$ cat config.mk
export PLATFORM = sky130hd
export DESIGN_NAME = regfile_dump_streamer
export DESIGN_NICKNAME = d
export VERILOG_FILES = /design/src/rtl/regfile_dump_streamer.sv
export SDC_FILE = /design/constraint.sdc
export NUM_CORES = 1
export LEC_CHECK = 0
export CORE_AREA = 2 2 116 118
export DETAILED_ROUTE_END_ITERATION = 6
export DIE_AREA = 0 0 118 120
export GPL_TIMING_DRIVEN = 0
export PLACE_DENSITY = 0.63
export SYNTH_ARGS = -nofsm -noshare
export SYNTH_HDL_FRONTEND = slang
export SYNTH_SLANG_ARGS = --single-unit
$ cat constraint.sdc
create_clock -name clk -period 5.7 [get_ports clk]
set_clock_uncertainty 0.05 [all_clocks]
set_input_delay 1.425 -clock clk [delete_from_list [all_inputs] [get_ports clk]]
set_output_delay 1.425 -clock clk [all_outputs]
set_load 0.05 [all_outputs]
$ cat src/rtl/regfile_dump_streamer.sv
// -----------------------------------------------------------------------------
// regfile_dump_streamer
//
// Purpose:
//   Walks the architectural register file from index 0 to NUM_REGS-1 through a
//   dedicated combinational read port. Each entry is streamed out on a
//   valid/ready interface. A running additive checksum (mod 2^XLEN) of every
//   accepted word is kept so a host can compare the whole file against a
//   golden image in one step.
//
// Ports:
//   clk         single clock, rising edge
//   rst         synchronous, active-high reset
//   start       one-cycle dump request, honoured only when idle
//   abort       synchronous cancel, returns to idle without a done pulse
//   busy        high whenever a dump is in progress
//   done        one-cycle pulse after the last word is accepted
//   rf_rd_addr  register-file read address (holds outside the read cycle)
//   rf_rd_data  register-file read data, combinational from rf_rd_addr
//   dump_valid  stream word valid
//   dump_ready  sink ready
//   dump_idx    register index of the presented word
//   dump_data   register value of the presented word
//   dump_last   marks the word for index NUM_REGS-1
//   checksum    sum of all accepted words of the current/most recent dump
// -----------------------------------------------------------------------------
module regfile_dump_streamer #(
   parameter int NUM_REGS = 32,
   parameter int XLEN     = 32,
   parameter int IDX_W    = 5
) (
   input  logic             clk,
   input  logic             rst,
   input  logic             start,
   input  logic             abort,
   output logic             busy,
   output logic             done,
   output logic [IDX_W-1:0] rf_rd_addr,
   input  logic [XLEN-1:0]  rf_rd_data,
   output logic             dump_valid,
   input  logic             dump_ready,
   output logic [IDX_W-1:0] dump_idx,
   output logic [XLEN-1:0]  dump_data,
   output logic             dump_last,
   output logic [XLEN-1:0]  checksum
);

   typedef enum logic [1:0] {
      IDLE   = 2'd0,
      READ   = 2'd1,
      SEND   = 2'd2,
      FINISH = 2'd3
   } state_t;

   localparam logic [IDX_W-1:0] LAST_IDX = IDX_W'(NUM_REGS - 1);
   localparam logic [IDX_W-1:0] IDX_ONE  = IDX_W'(1);

   state_t           state_q, state_d;
   logic             busy_q, busy_d;
   logic             done_q, done_d;
   logic             dump_valid_q, dump_valid_d;
   logic             dump_last_q, dump_last_d;
   // rf_rd_addr_q doubles as the walk index: it is loaded with the index of
   // the next entry when entering READ and simply holds everywhere else.
   logic [IDX_W-1:0] rf_rd_addr_q, rf_rd_addr_d;
   logic [IDX_W-1:0] dump_idx_q, dump_idx_d;
   logic [XLEN-1:0]  dump_data_q, dump_data_d;
   logic [XLEN-1:0]  checksum_q, checksum_d;

   always_comb begin
      state_d      = state_q;
      rf_rd_addr_d = rf_rd_addr_q;
      dump_idx_d   = dump_idx_q;
      dump_data_d  = dump_data_q;
      checksum_d   = checksum_q;
      dump_last_d  = 1'b0;

      // Abort takes precedence over everything, including a handshake in the
      // same cycle: that word is dropped and the checksum keeps its partial sum.
      if (abort) begin
         state_d = IDLE;
      end else begin
         case (state_q)
            IDLE: begin
               if (start) begin
                  state_d      = READ;
                  rf_rd_addr_d = '0;
                  checksum_d   = '0;
               end
            end
            READ: begin
               state_d     = SEND;
               dump_data_d = rf_rd_data;
               dump_idx_d  = rf_rd_addr_q;
               dump_last_d = (rf_rd_addr_q == LAST_IDX);
            end
            SEND: begin
               if (dump_ready) begin
                  checksum_d = checksum_q + dump_data_q;
                  if (dump_last_q) begin
                     state_d = FINISH;
                  end else begin
                     rf_rd_addr_d = rf_rd_addr_q + IDX_ONE;
                     state_d      = READ;
                  end
               end else begin
                  // Stalled: word and its last flag stay on the bus.
                  dump_last_d = dump_last_q;
               end
            end
            FINISH: begin
               state_d = IDLE;
            end
            default: begin
               state_d = IDLE;
            end
         endcase
      end

      // Status outputs are registered, so they are decoded from the next state.
      busy_d       = (state_d != IDLE);
      done_d       = (state_d == FINISH);
      dump_valid_d = (state_d == SEND);
   end

   always_ff @(posedge clk) begin
      if (rst) begin
         state_q      <= IDLE;
         busy_q       <= 1'b0;
         done_q       <= 1'b0;
         dump_valid_q <= 1'b0;
         dump_last_q  <= 1'b0;
         rf_rd_addr_q <= '0;
         dump_idx_q   <= '0;
         dump_data_q  <= '0;
         checksum_q   <= '0;
      end else begin
         state_q      <= state_d;
         busy_q       <= busy_d;
         done_q       <= done_d;
         dump_valid_q <= dump_valid_d;
         dump_last_q  <= dump_last_d;
         rf_rd_addr_q <= rf_rd_addr_d;
         dump_idx_q   <= dump_idx_d;
         dump_data_q  <= dump_data_d;
         checksum_q   <= checksum_d;
      end
   end

   assign busy       = busy_q;
   assign done       = done_q;
   assign dump_valid = dump_valid_q;
   assign dump_last  = dump_last_q;
   assign rf_rd_addr = rf_rd_addr_q;
   assign dump_idx   = dump_idx_q;
   assign dump_data  = dump_data_q;
   assign checksum   = checksum_q;

endmodule

==> impl_metrics.ini, run 1 <==
[run_status]
outcome = finished, final reports clean

[critical_path]
cp_slowest_cell = clkdlybuf4s50_1
critical_path_buf_inv_count = 3
arrival_ns = 3.38
path_cells = clkdlybuf4s50_1 > nand2b_1 > clkbuf_1 > clkbuf_1 > nand2_1 > a21oi_1
slowest_delay_ns = 0.59
crit_fanout = 10
cp_data_required_time_ns = 5.92
cpMostUsedCell = clkbuf_1
crit_family = buffers and inverters
worstSetupStartpointType = primary input
end_kind = register
crit_type = primary input to register

[clock_tree]
cts.htree.levels = 3
hold_buffers = 0
cts_sinks = 80
ctsResizeCount = 0
cts_setup_buffers = 0
clock-root-buffer = clkbuf_16
cts_tree = built
clk_latency_ns = 0.34
clk_pin_slew_worst_paths_ns = 0.07
cts_buffer_depth = 2
cts_buffers = 9

[floorplanning]
rows = 42
io_pins = 115
die_w_um = 118
core_area_sq_mm = 0.01298
dieArea_sq_mm = 0.01416
die_h_um = 120
initial_core_util = 0.3399

[cells_and_area]
drive_gt1_frac = 0.05749
fin_util = 0.4682
final_common_cell = clkdlybuf4s50_1
fillCellCount = 1317
layout_common_cells = clkdlybuf4s50_1, nand2_1, dfxtp_1, a21oi_1, nor2_1
antennaDiodeCount = 0
nNetsFinal = 727
syn_to_final_growth_pct = 37.75

[timing]
rsz0062_at_grt = no
setup_viol = 0
drv_slew = 0
period_share = 0.5543
relSlewSlack = 0.5640
fin_tns_setup_ns = 0
period_needed_ns = 3.160
fmax_mhz = 316.5
finalHoldViolations = 0
tightest_slew_ns = 0.6541

[flow_run]
cap_viol_max_count = 0

[placed_design]
gp_congestion = 0.9063
dp_hpwl_um = 9303
numPortBuffers = 114

[global_routing]
grt_pass1_wl_um = 19710
grt_pass1_vias = 4170
grt_max_degree = 16
grt-ovfl-total = 0
grt_util_all_layers = 0.1720
antenna_found_initial = 0

[yosys]
synthCells = 531
synthFlopType = dfxtp_1
synth_top_area_frac = 0.3630
ys_seq_elements = 80
yosys_warnings = 0
synth_compound_area_frac = 0.2550
synthTopCellsByArea = dfxtp_1, ha_1, nand2_1
synth_top_family_by_area = compound AO/OA/AOI/OAI gates
synthMuxAreaShare = 0.004538
synth_xor_xnor_area_share = 0.05162
synth.net_count = 602
seq_area_frac_synth = 0.3630
synth-edff-count = 0
synth-simple-area-share = 0.1892
synth_top_area_cell = dfxtp_1
synth_fa_ha_area_frac = 0.09813
synth_area_per_cell_sq_um = 8.308
synthArstFlopShare = 0
syn_area_sq_mm = 0.004412
synth_cell_type_count = 57

[drt]
wire_per_inst_um = 14.37
routed_wl_um = 12030
via_count = 4215
detail_route.first_pass.iterations = 5
drc = 0
routed_via_density = 5.036
ant_nets = 0
drt_iter0_drc = 190

[power_and_ir_drop]
cellPowerDensity_mw_per_mm2 = 208.1
p_leak_nw = 2.404
vdd_drop_max_mv = 0.1655

[worst_hold_path]
hp-class = register to register
-- layer usage --
metal,vias to the layer above,share of wire,global-route usage
li1,2157,-,-
met5,-,0,0
met4,0,0.016,0.06777
met2,106,0.49,0.2961
met1,1938,0.45,0.2093
met3,14,0.045,0.03707
-- cell usage after synthesis (all sizes together) (7+ instances only) --
cell	n
clkbuf	23
nand2	102
a22oi	14
a22o	14
nor2	38
nor2b	10
a21oi	73
nor3	8
a211oi	7
o21ai	14
dfxtp	80
xnor2	15
a21o	19
xor2	11
ha	33
-- area by class of cell --
type | count | area [sq um] | share of cell area
multi-input cells | 419 | 2640 | 0.4344
clock inverters | 7 | 78.83 | 0.01297
clock buffers | 9 | 225.2 | 0.03706
flip-flops and latches | 80 | 1602 | 0.2635
well taps | 176 | 220.2 | 0.03624
repair buffers | 114 | 1141 | 0.1878
inverters | 6 | 22.52 | 0.003706
plain buffers | 26 | 147.6 | 0.02429
-- final timing paths --
check	start	end	slack (ns)	depth (start not counted)
max	abort	dump_data[31]$_SDFFE_PP0P_	2.54	6
min	dump_idx[4]$_SDFFE_PP0P_	dump_idx[4]$_SDFFE_PP0P_	0.41	2
min reg2reg	dump_idx[4]$_SDFFE_PP0P_	dump_idx[4]$_SDFFE_PP0P_	0.41	2
max reg2reg	dump_data[0]$_SDFFE_PP0P_	checksum[28]$_SDFFE_PP0P_	2.61	12
-- flip-flops by register name, indices dropped and copies added (netlist names) --
signal	cells
rf_rd_addr	5
dump_valid	1
dump_last	1
dump_data	32
state_q	2
dump_idx	5
done	1
busy	1
checksum	32
-- power breakdown --
group	total, mW	internal [mW]	switching, mW	leakage [nW]
clock	0.591	0.343	0.248	0.139
sequential	0.570	0.565	0.00503	0.646
combinational	0.104	0.0456	0.0583	1.62
-- per-stage QoR --
stage                     setup WS (ns)  power (mW)  hold slack [ns]  std cells  instance area (sq um)
after global placement            2.185      0.6864           0.3970        821                   5773
after global routing              2.300       1.314           0.4367        837                   6077
after CTS                         2.530       1.282           0.4104        837                   6077
after detailed placement          2.185      0.6873           0.4034        821                   5773
after floorplan                   2.702      0.6372           0.5660        531                   4412
final                             2.540       1.264           0.4090        837                   6077
-- logic make-up after synthesis --
family | after synthesis
buffers and inverters | 32
AND/OR/NAND/NOR | 188
XOR/XNOR | 26
flip-flops | 80
AO/OA/AOI/OAI | 169
multiplexers | 2
adder cells (fa/ha/maj) | 34
-- tightest hold or removal path, stage by stage (launching register included) --
cell and delay (ns):
dfxtp_1 0.31, nand2_1 0.05, a21oi_1 0.05
Note: power is estimated with default switching activity, not from simulation.
==> inputs of run 2 (changes only) <==
clock period = 3.2 ns   (was 5.7 ns; I/O delays follow)
==> run 2 against run 1 <==
Clock power is 78% higher. Global-route usage is the same. Die area unchanged. Sequential power grew 77%. Count of clock-buffer cells in the layout is the same. Sequential share of layout area decreased by 0.15 points. Sequential cell count is the same. Power increased by 78%. Setup slack got worse by 2.4 ns. Largest power group unchanged.
==> impl_metrics.ini, run 2 (same netlist as run 1, synthesis figures left out) <==
[run_status]
outcome = finished, final reports clean

[critical_path]
cp_data_required_time_ns = 3.38
end_kind = register
r2r_start = checksum[0]$_SDFFE_PP0P_
worstSetupStartpointType = register
crit_family = compound AO/OA/AOI/OAI gates
crit_fanout = 5
arrival_ns = 3.20
slowest_delay_ns = 0.43
cp_slowest_cell = a2111oi_4
crit_type = register to register
critical_path_buf_inv_count = 1
path_cells = ha_1 > inv_1 > fa_1 > nor2b_2 > o31a_1 > o21ai_2 > a2111oi_4 > nor3_2 > a211oi_2 > a221oi_2 > xnor2_1 > a22o_1
crit_start = checksum[0]$_SDFFE_PP0P_

[global_routing]
grt_max_degree = 16
grt_pass1_vias = 4170
antenna_found_initial = 0
grt-ovfl-total = 0
grt_util_all_layers = 0.1720
grt_pass1_wl_um = 19710

[drt]
via_count = 4201
detail_route.first_pass.iterations = 4
drt_iter0_drc = 206
routed_via_density = 5.007
routed_wl_um = 12070
ant_nets = 0
drc = 0
wire_per_inst_um = 14.38

[power_and_ir_drop]
p_leak_nw = 2.415
cellPowerDensity_mw_per_mm2 = 369.0
p_total_mw = 2.255
vdd_drop_max_mv = 0.2957

[floorplanning]
die_h_um = 120
core_area_sq_mm = 0.01298
initial_core_util = 0.3399
io_pins = 115
rows = 42
die_w_um = 118
dieArea_sq_mm = 0.01416

[cells_and_area]
syn_to_final_growth_pct = 38.51
antennaDiodeCount = 0
drive_gt1_frac = 0.06335
seq_area_sq_mm = 0.001602
final_common_cell = clkdlybuf4s50_1
stdcell_area_sq_mm = 0.006111
nNetsFinal = 729
fillCellCount = 1313
layout_common_cells = clkdlybuf4s50_1, nand2_1, dfxtp_1, a21oi_1, nor2_1
multi_input_area_sq_mm = 0.002659

[timing]
holdWs_ns = 0.4087
period_needed_ns = 3.014
fmax_mhz = 331.8
period_share = 0.9417
tightest_slew_ns = 0.6558
finalHoldViolations = 0
setup_viol = 0
relSlewSlack = 0.5628
drv_slew = 0
rsz0062_at_grt = no
fin_tns_setup_ns = 0

[clock_tree]
clk_pin_slew_worst_paths_ns = 0.07
cts.htree.levels = 3
cts_tree = built
clk_latency_ns = 0.34
clock-root-buffer = clkbuf_16
cts_buffer_depth = 2
cts_sinks = 80
cts_buffers = 9
hold_buffers = 0

[placed_design]
gp_congestion = 0.9063
dp_hpwl_um = 9303
dpl_cell_area_sq_mm = 0.005773
numPortBuffers = 114

[flow_run]
cap_viol_max_count = 0

[worst_hold_path]
hp-start = dump_idx[4]$_SDFFE_PP0P_
hp-class = register to register
[run 2: final timing paths]
check,end,slack [ns],cells after the start
setup / recovery,checksum[28]$_SDFFE_PP0P_,0.19,12
hold / removal,dump_idx[4]$_SDFFE_PP0P_,0.41,2
setup reg to reg,checksum[28]$_SDFFE_PP0P_,0.19,12
hold reg to reg,dump_idx[4]$_SDFFE_PP0P_,0.41,2
[run 2: what timing repair did]
| item | CTS | global route |
|---|---|---|
| setup endpoints to repair | 0 | 1 |
| setup buffers | 0 | 2 |
| resized for setup | 0 | 3 |
[run 2: area by class of cell]
cell class / instances / share of cell area
Clock inverter: 7 / 0.01290
Inverter: 6 / 0.003686
Tap cell: 176 / 0.03604
Sequential cell: 80 / 0.2621
Multi-Input combinational cell: 419 / 0.4351
Timing Repair Buffer: 116 / 0.1892
Clock buffer: 9 / 0.03686
Buffer: 26 / 0.02416
[run 2: power by group]
group | internal (mW) | switching [mW]
combinational | 0.0813 | 0.104
clock | 0.611 | 0.443
sequential | 1.01 | 0.00894
[run 2: metal layers]
metal,track usage,share of wire,up-vias
met5,0,0,-
met3,0.03707,0.047,8
met2,0.2961,0.49,97
met1,0.2093,0.45,1938
li1,-,-,2158
met4,0.06777,0.0093,0
[run 2: per-stage QoR]
stage | std cells | util | worst slack [ns]
3_3_place_gp | 821 | 0.4448 | 0.2061
6_report | 839 | 0.4708 | 0.1864
2_1_floorplan | 531 | - | 0.2024
3_5_place_dp | 821 | 0.4448 | 0.1509
5_1_grt | 839 | 0.4708 | 0.01165
4_1_cts | 837 | 0.4682 | 0.1379
[run 2: worst min-delay path: cells and delay by family (launching register included)]
family / cells / cell delay (ns)
flops: 1 / 0.31
compound gates: 1 / 0.05
simple gates: 1 / 0.05
